<file path="config.mk">
export PLATFORM = sky130hd
export DESIGN_NAME = fp_div_arbiter
export DESIGN_NICKNAME = d
export VERILOG_FILES = /design/src/rtl/fp_div_arbiter.sv
export SDC_FILE = /design/constraint.sdc
export NUM_CORES = 1
export LEC_CHECK = 0
export BUFFER_PORTS_ARGS = -buffer_cell sky130_fd_sc_hd__buf_2
export CORE_ASPECT_RATIO = 1.1
export CORE_MARGIN = 2
export CORE_UTILIZATION = 30
export CTS_BUF_LIST = sky130_fd_sc_hd__clkbuf_4 sky130_fd_sc_hd__clkbuf_8 sky130_fd_sc_hd__clkbuf_16
export CTS_CLUSTER_SIZE = 8
export DETAILED_ROUTE_END_ITERATION = 10
export GPL_ROUTABILITY_DRIVEN = 0
export PLACE_DENSITY = 0.6
export SKIP_LAST_GASP = 1
export SLEW_MARGIN = 25
export SYNTH_ARGS = -nofsm -noshare
export SYNTH_HDL_FRONTEND = slang
export SYNTH_SLANG_ARGS = --single-unit
</file>
<file path="constraint.sdc">
create_clock -name clk -period 4.3 [get_ports clk]
set_input_delay 0.645 -clock clk [delete_from_list [all_inputs] [get_ports clk]]
set_output_delay 0.645 -clock clk [all_outputs]
set_load 0.1 [all_outputs]
</file>
<file path="src/rtl/fp_div_arbiter.sv">
// fp_div_arbiter
// Shares one multi-cycle bfloat16 divider among N_REQ requesters. Requests
// are granted round-robin, the winner's operands are registered and the
// divider is started with a one-cycle pulse. The divider result and flags
// come back on a single response channel tagged with the owner id.
//
// Optional build: define FPDIV_ARB_TIMEOUT_EN to add a watchdog on the WAIT
// state and the rsp_timeout output. A stuck divider then produces a qNaN
// response with rsp_timeout=1 after TIMEOUT_CYCLES cycles in WAIT.
//
// state   | meaning
// S_IDLE  | arbitrate; req_ready is the one-hot grant, handshake latches operands
// S_ISSUE | div_start high for this single cycle
// S_WAIT  | wait for div_valid (or watchdog expiry when enabled)
// S_RESP  | hold response until rsp_ready, then advance rr pointer

module fp_div_arbiter #(
  parameter int N_REQ          = 4,
  parameter int ID_W           = $clog2(N_REQ),
  parameter int TIMEOUT_CYCLES = 64
) (
  input  logic                  clk,
  input  logic                  reset,

  input  logic [N_REQ-1:0]      req_valid,
  output logic [N_REQ-1:0]      req_ready,
  input  logic [16*N_REQ-1:0]   req_opA,
  input  logic [16*N_REQ-1:0]   req_opB,

  output logic                  div_start,
  output logic [15:0]           div_opA,
  output logic [15:0]           div_opB,
  input  logic                  div_valid,
  input  logic                  div_busy,
  input  logic [15:0]           div_quotient,
  input  logic                  div_underflow,
  input  logic                  div_overflow,
  input  logic                  div_inexact,

  output logic                  rsp_valid,
  input  logic                  rsp_ready,
  output logic [ID_W-1:0]       rsp_id,
  output logic [15:0]           rsp_quotient,
`ifdef FPDIV_ARB_TIMEOUT_EN
  output logic                  rsp_timeout,
`endif
  output logic                  rsp_underflow,
  output logic                  rsp_overflow,
  output logic                  rsp_inexact
);

  typedef enum logic [1:0] {
    S_IDLE  = 2'd0,
    S_ISSUE = 2'd1,
    S_WAIT  = 2'd2,
    S_RESP  = 2'd3
  } state_t;

  // qNaN returned when the watchdog aborts an operation
  localparam logic [15:0] QNAN = 16'h7FC0;

  // Reject parameter values the round-robin scan and watchdog cannot handle
  if (N_REQ < 2 || N_REQ > 8 || TIMEOUT_CYCLES < 1) begin : g_bad_params
    $error("fp_div_arbiter: N_REQ must be 2..8 and TIMEOUT_CYCLES >= 1");
  end

  state_t            state;
  logic [ID_W-1:0]   rr_ptr;
  logic [ID_W-1:0]   owner;

  logic              grant_any;
  logic [ID_W-1:0]   grant_id;
  logic [ID_W:0]     scan_idx;
  logic [15:0]       sel_opA;
  logic [15:0]       sel_opB;

  // Busy is informational only; the FSM tracks the operation itself.
  logic              unused_busy;
  assign unused_busy = div_busy;

`ifdef FPDIV_ARB_TIMEOUT_EN
  localparam int WD_W = $clog2(TIMEOUT_CYCLES + 1);
  logic [WD_W-1:0]   wd_cnt;
`endif

  // Round-robin search: first valid requester at or above rr_ptr, wrapping
  always_comb begin
    grant_any = 1'b0;
    grant_id  = '0;
    scan_idx  = '0;
    for (int k = 0; k < N_REQ; k++) begin
      scan_idx = {1'b0, rr_ptr} + (ID_W+1)'(k);
      if (scan_idx >= (ID_W+1)'(N_REQ)) begin
        scan_idx = scan_idx - (ID_W+1)'(N_REQ);
      end
      if (!grant_any && req_valid[scan_idx[ID_W-1:0]]) begin
        grant_any = 1'b1;
        grant_id  = scan_idx[ID_W-1:0];
      end
    end
  end

  assign sel_opA = req_opA[16*grant_id +: 16];
  assign sel_opB = req_opB[16*grant_id +: 16];

  // Grant is offered only in IDLE and never while reset is asserted
  always_comb begin
    req_ready = '0;
    if (reset && state == S_IDLE && grant_any) begin
      req_ready[grant_id] = 1'b1;
    end
  end

  // Arbiter FSM with registered divider and response outputs
  always_ff @(posedge clk) begin
    if (!reset) begin
      state         <= S_IDLE;
      rr_ptr        <= '0;
      owner         <= '0;
      div_start     <= 1'b0;
      div_opA       <= '0;
      div_opB       <= '0;
      rsp_valid     <= 1'b0;
      rsp_id        <= '0;
      rsp_quotient  <= '0;
      rsp_underflow <= 1'b0;
      rsp_overflow  <= 1'b0;
      rsp_inexact   <= 1'b0;
`ifdef FPDIV_ARB_TIMEOUT_EN
      rsp_timeout   <= 1'b0;
      wd_cnt        <= '0;
`endif
    end else begin
      case (state)
        S_IDLE: begin
          if (grant_any) begin
            div_opA   <= sel_opA;
            div_opB   <= sel_opB;
            owner     <= grant_id;
            div_start <= 1'b1;
            state     <= S_ISSUE;
          end
        end

        S_ISSUE: begin
          div_start <= 1'b0;
          state     <= S_WAIT;
`ifdef FPDIV_ARB_TIMEOUT_EN
          // Down-counter reaches zero on the last allowed WAIT cycle
          wd_cnt    <= WD_W'(TIMEOUT_CYCLES - 1);
`endif
        end

        S_WAIT: begin
          if (div_valid) begin
            rsp_valid     <= 1'b1;
            rsp_id        <= owner;
            rsp_quotient  <= div_quotient;
            rsp_underflow <= div_underflow;
            rsp_overflow  <= div_overflow;
            rsp_inexact   <= div_inexact;
`ifdef FPDIV_ARB_TIMEOUT_EN
            rsp_timeout   <= 1'b0;
`endif
            state         <= S_RESP;
          end
`ifdef FPDIV_ARB_TIMEOUT_EN
          else if (wd_cnt == '0) begin
            rsp_valid     <= 1'b1;
            rsp_id        <= owner;
            rsp_quotient  <= QNAN;
            rsp_underflow <= 1'b0;
            rsp_overflow  <= 1'b0;
            rsp_inexact   <= 1'b0;
            rsp_timeout   <= 1'b1;
            state         <= S_RESP;
          end else begin
            wd_cnt <= wd_cnt - 1'b1;
          end
`endif
        end

        S_RESP: begin
          if (rsp_ready) begin
            rsp_valid <= 1'b0;
            rr_ptr    <= (owner == ID_W'(N_REQ - 1)) ? '0 : owner + 1'b1;
            state     <= S_IDLE;
          end
        end

        default: state <= S_IDLE;
      endcase
    end
  end

endmodule

</file>
==> flow_summary.json <==
{
  "status": "complete, no violations",
  "grt_max_degree": 61,
  "drt-pass1-iter-count": 4,
  "grt_pass1_wl_um": 18700,
  "drive_above_1_share": 0.5161,
  "crit_fanout": 37,
  "pwr-share-comb": 0.604,
  "cp_slowest_cell": "nor2b_4",
  "seqPwrFrac": 0.210,
  "arrival_ns": 2.52,
  "ir_worst_vdd_v": 0.0002854,
  "netlist_area_um2": 3996,
  "final_cells": 750,
  "synth_nets": 562,
  "cts-resized-gates": 0,
  "worst_slew_pin_slew_ns": 0.9738,
  "period_needed_ns": 3.162,
  "synth_edf_count": 0,
  "numPortBuffers": 213,
  "grt_overflow_total": 0,
  "ys_seq_area_frac": 0.3056,
  "post_cts_buffers": 0,
  "final_antenna_net_count": 0,
  "start_kind": "register",
  "slowest_delay_ns": 0.70,
  "slew_violations": 0,
  "final_cell_mix": "buf_2, dfxtp_1, nand2_1",
  "worstPathCellList": "inv_1 > ha_1 > nor2b_4 > and3_1 > buf_2",
  "diodes": 0,
  "path_buf_inv": 2,
  "synth-simple-area-share": 0.09017,
  "synth_top_family_by_area": "compound AO/OA/AOI/OAI gates",
  "min_from": "rsp_underflow",
  "p_int_mw": 1.821,
  "max_freq_ghz": 0.3163,
  "drt-wirelength-per-cell_um": 15.42,
  "postCtsHoldBufs": 0,
  "clkPwrFrac": 0.186,
  "fp.coreArea_um2": 13100,
  "dpl_cell_area_um2": 4996,
  "p_per_area_nw_per_um2": 774.3,
  "synthMuxAreaShare": 0.08516,
  "start_util": 0.3050,
  "fin_util": 0.4053,
  "critPathKind": "register to output pin",
  "critPathTopFamily": "simple AND/OR/NAND/NOR gates",
  "holdWs_ns": 0.4653,
  "synth-async-reset-ratio": 0,
  "grt_pass1_vias": 3961,
  "clkLatencyLatePin_ns": 0.33,
  "fp.dieArea_um2": 14260,
  "num_rows": 44,
  "final_cell_area_um2": 5310,
  "synth_top_flop_cell": "dfxtp_1",
  "place_inst": 735,
  "drc_errors": 0,
  "area_growth_pct": 32.87,
  "p_sw_frac": 0.5570,
  "slew_headroom": 0.3484,
  "drt_iter0_drc": 145,
  "antenna_found_initial": 0,
  "final_common_cell": "buf_2",
  "yosys.area_share.adder": 0.01565,
  "gr-usage-all-layers": 0.1594,
  "critical_path.endpoint_type": "output pin",
  "post-route-period-util": 0.7352,
  "layout.nets": 746,
  "io_pins": 215,
  "ys_types": 42,
  "die_y_um": 125.1,
  "synth.ff_latch_count": 61,
  "drv_cap": 0,
  "crit_required_ns": 3.65,
  "path_clk_slew_ns": 0.05,
  "clock-sinks": 61,
  "p_leak_nw": 2.364,
  "min_path_type": "register to register",
  "cts_max_path_buffers": 2,
  "skew_ns": 0.005417,
  "r2r-start": "rr_ptr[1]",
  "wl_um": 11570,
  "viasPerCell": 5.237,
  "cts_made_buffers": 9,
  "ff2ff_setup_slack_ns": 1.93,
  "dp_hpwl_um": 8254,
  "ys_warn_count": 0,
  "vias": 3928,
  "setup_violations": 0,
  "rsz0062_at_grt": "false",
  "switchingPower_mw": 2.290,
  "die_x_um": 114.0,
  "crit_start": "state[0]",
  "tns_ns": 0,
  "htree_levels": 3,
  "synth_cells": 401,
  "synth_compound_area_frac": 0.4183,
  "clk_root_buffer_cell": "clkbuf_16",
  "synth_xor_area_frac": 0,
  "cts_tree": "built",
  "avgSynthCellArea_um2": 9.966,
  "hold_viol": 0
}
## synth_stat cells (all sizes together) (5+ instances only)
library cell   n  area (um2)
ha             5       62.56
a221oi        33       470.5
o2111ai       32       280.3
clkbuf        22       82.58
a21oi          6       30.03
mux2i         34       340.3
dfxtp         61        1221
inv            6       22.52
nor2b          6       42.54
o21ai         37       188.9
o22ai         32       381.6
a21boi        25       195.2
nor2           6       22.52
buf           23       235.2
nand2         51       191.4
## cell families (layout without fill, tap and decap cells)
group,Yosys count,count (layout)
DFF,61,61
AOI/OAI and AO/OA,174,174
and+or+nand+nor,76,76
muxes,34,34
adders and majority gates,5,5
buffers and inverters,51,239
## worst paths after layout
| check | to | cells past startpoint |
|---|---|---|
| worst max-delay path | req_ready[1] | 5 |
| worst min register to register | rsp_underflow | 2 |
| worst max register to register | div_opB[13] | 5 |
| worst min-delay path | rsp_underflow | 2 |
## power groups by stage
stage	clock (mW)	combinational, mW	sequential, mW
floorplan	0	0.977	2.03
detailed placement	0	2.51	0.875
CTS	0.789	2.51	0.865
global route	0.813	2.62	0.891
global placement	0	2.47	0.866
finish	0.764	2.48	0.863
## through the flow
| step | setup slack [ns] | power, mW |
|---|---|---|
| floorplan | 0.9124 | 3.006 |
| global placement | 1.326 | 3.333 |
| detailed placement | 1.281 | 3.380 |
| CTS | 1.114 | 4.161 |
| global route | 0.8979 | 4.320 |
| finish | 1.138 | 4.112 |
## area by class of cell
cell class | count | area, um2
Clock buffer | 9 | 225.2
Clock inverter | 6 | 88.84
Fill cell | 1312 | 7792
Inverter | 6 | 22.52
Multi-Input combinational cell | 289 | 2447
Sequential cell | 61 | 1221
Tap cell | 161 | 201.4
Timing Repair Buffer | 218 | 1104
## metal layers
layer  global-route usage  part of all wire  routed length, um  vias up
li1                     -                 -                  -     1949
met1               0.1756              0.41               4740     1835
met2               0.2941              0.50               5793      135
met3              0.04944             0.081                942        9
met4              0.03945            0.0079                 91        0
met5                    0                 0                  0        -
## sequential cells by signal (all words and copies together) (netlist names)
| name | flops |
|---|---|
| rsp_valid | 1 |
| rsp_inexact | 1 |
| rr_ptr | 2 |
| div_opB | 16 |
| rsp_underflow | 1 |
| rsp_quotient | 16 |
| state | 2 |
| rsp_id | 2 |
| rsp_overflow | 1 |
| div_start | 1 |
| owner | 2 |
| div_opA | 16 |
## worst reg2reg max path, delay by kind of cell, from the launching register on
| family | cells | cell delay [ns] |
|---|---|---|
| mux | 2 | 0.53 |
| compound gates | 2 | 0.69 |
| buf+inv | 1 | 0.45 |
| flops | 1 | 0.57 |
Note: power is estimated with default switching activity, not from simulation.
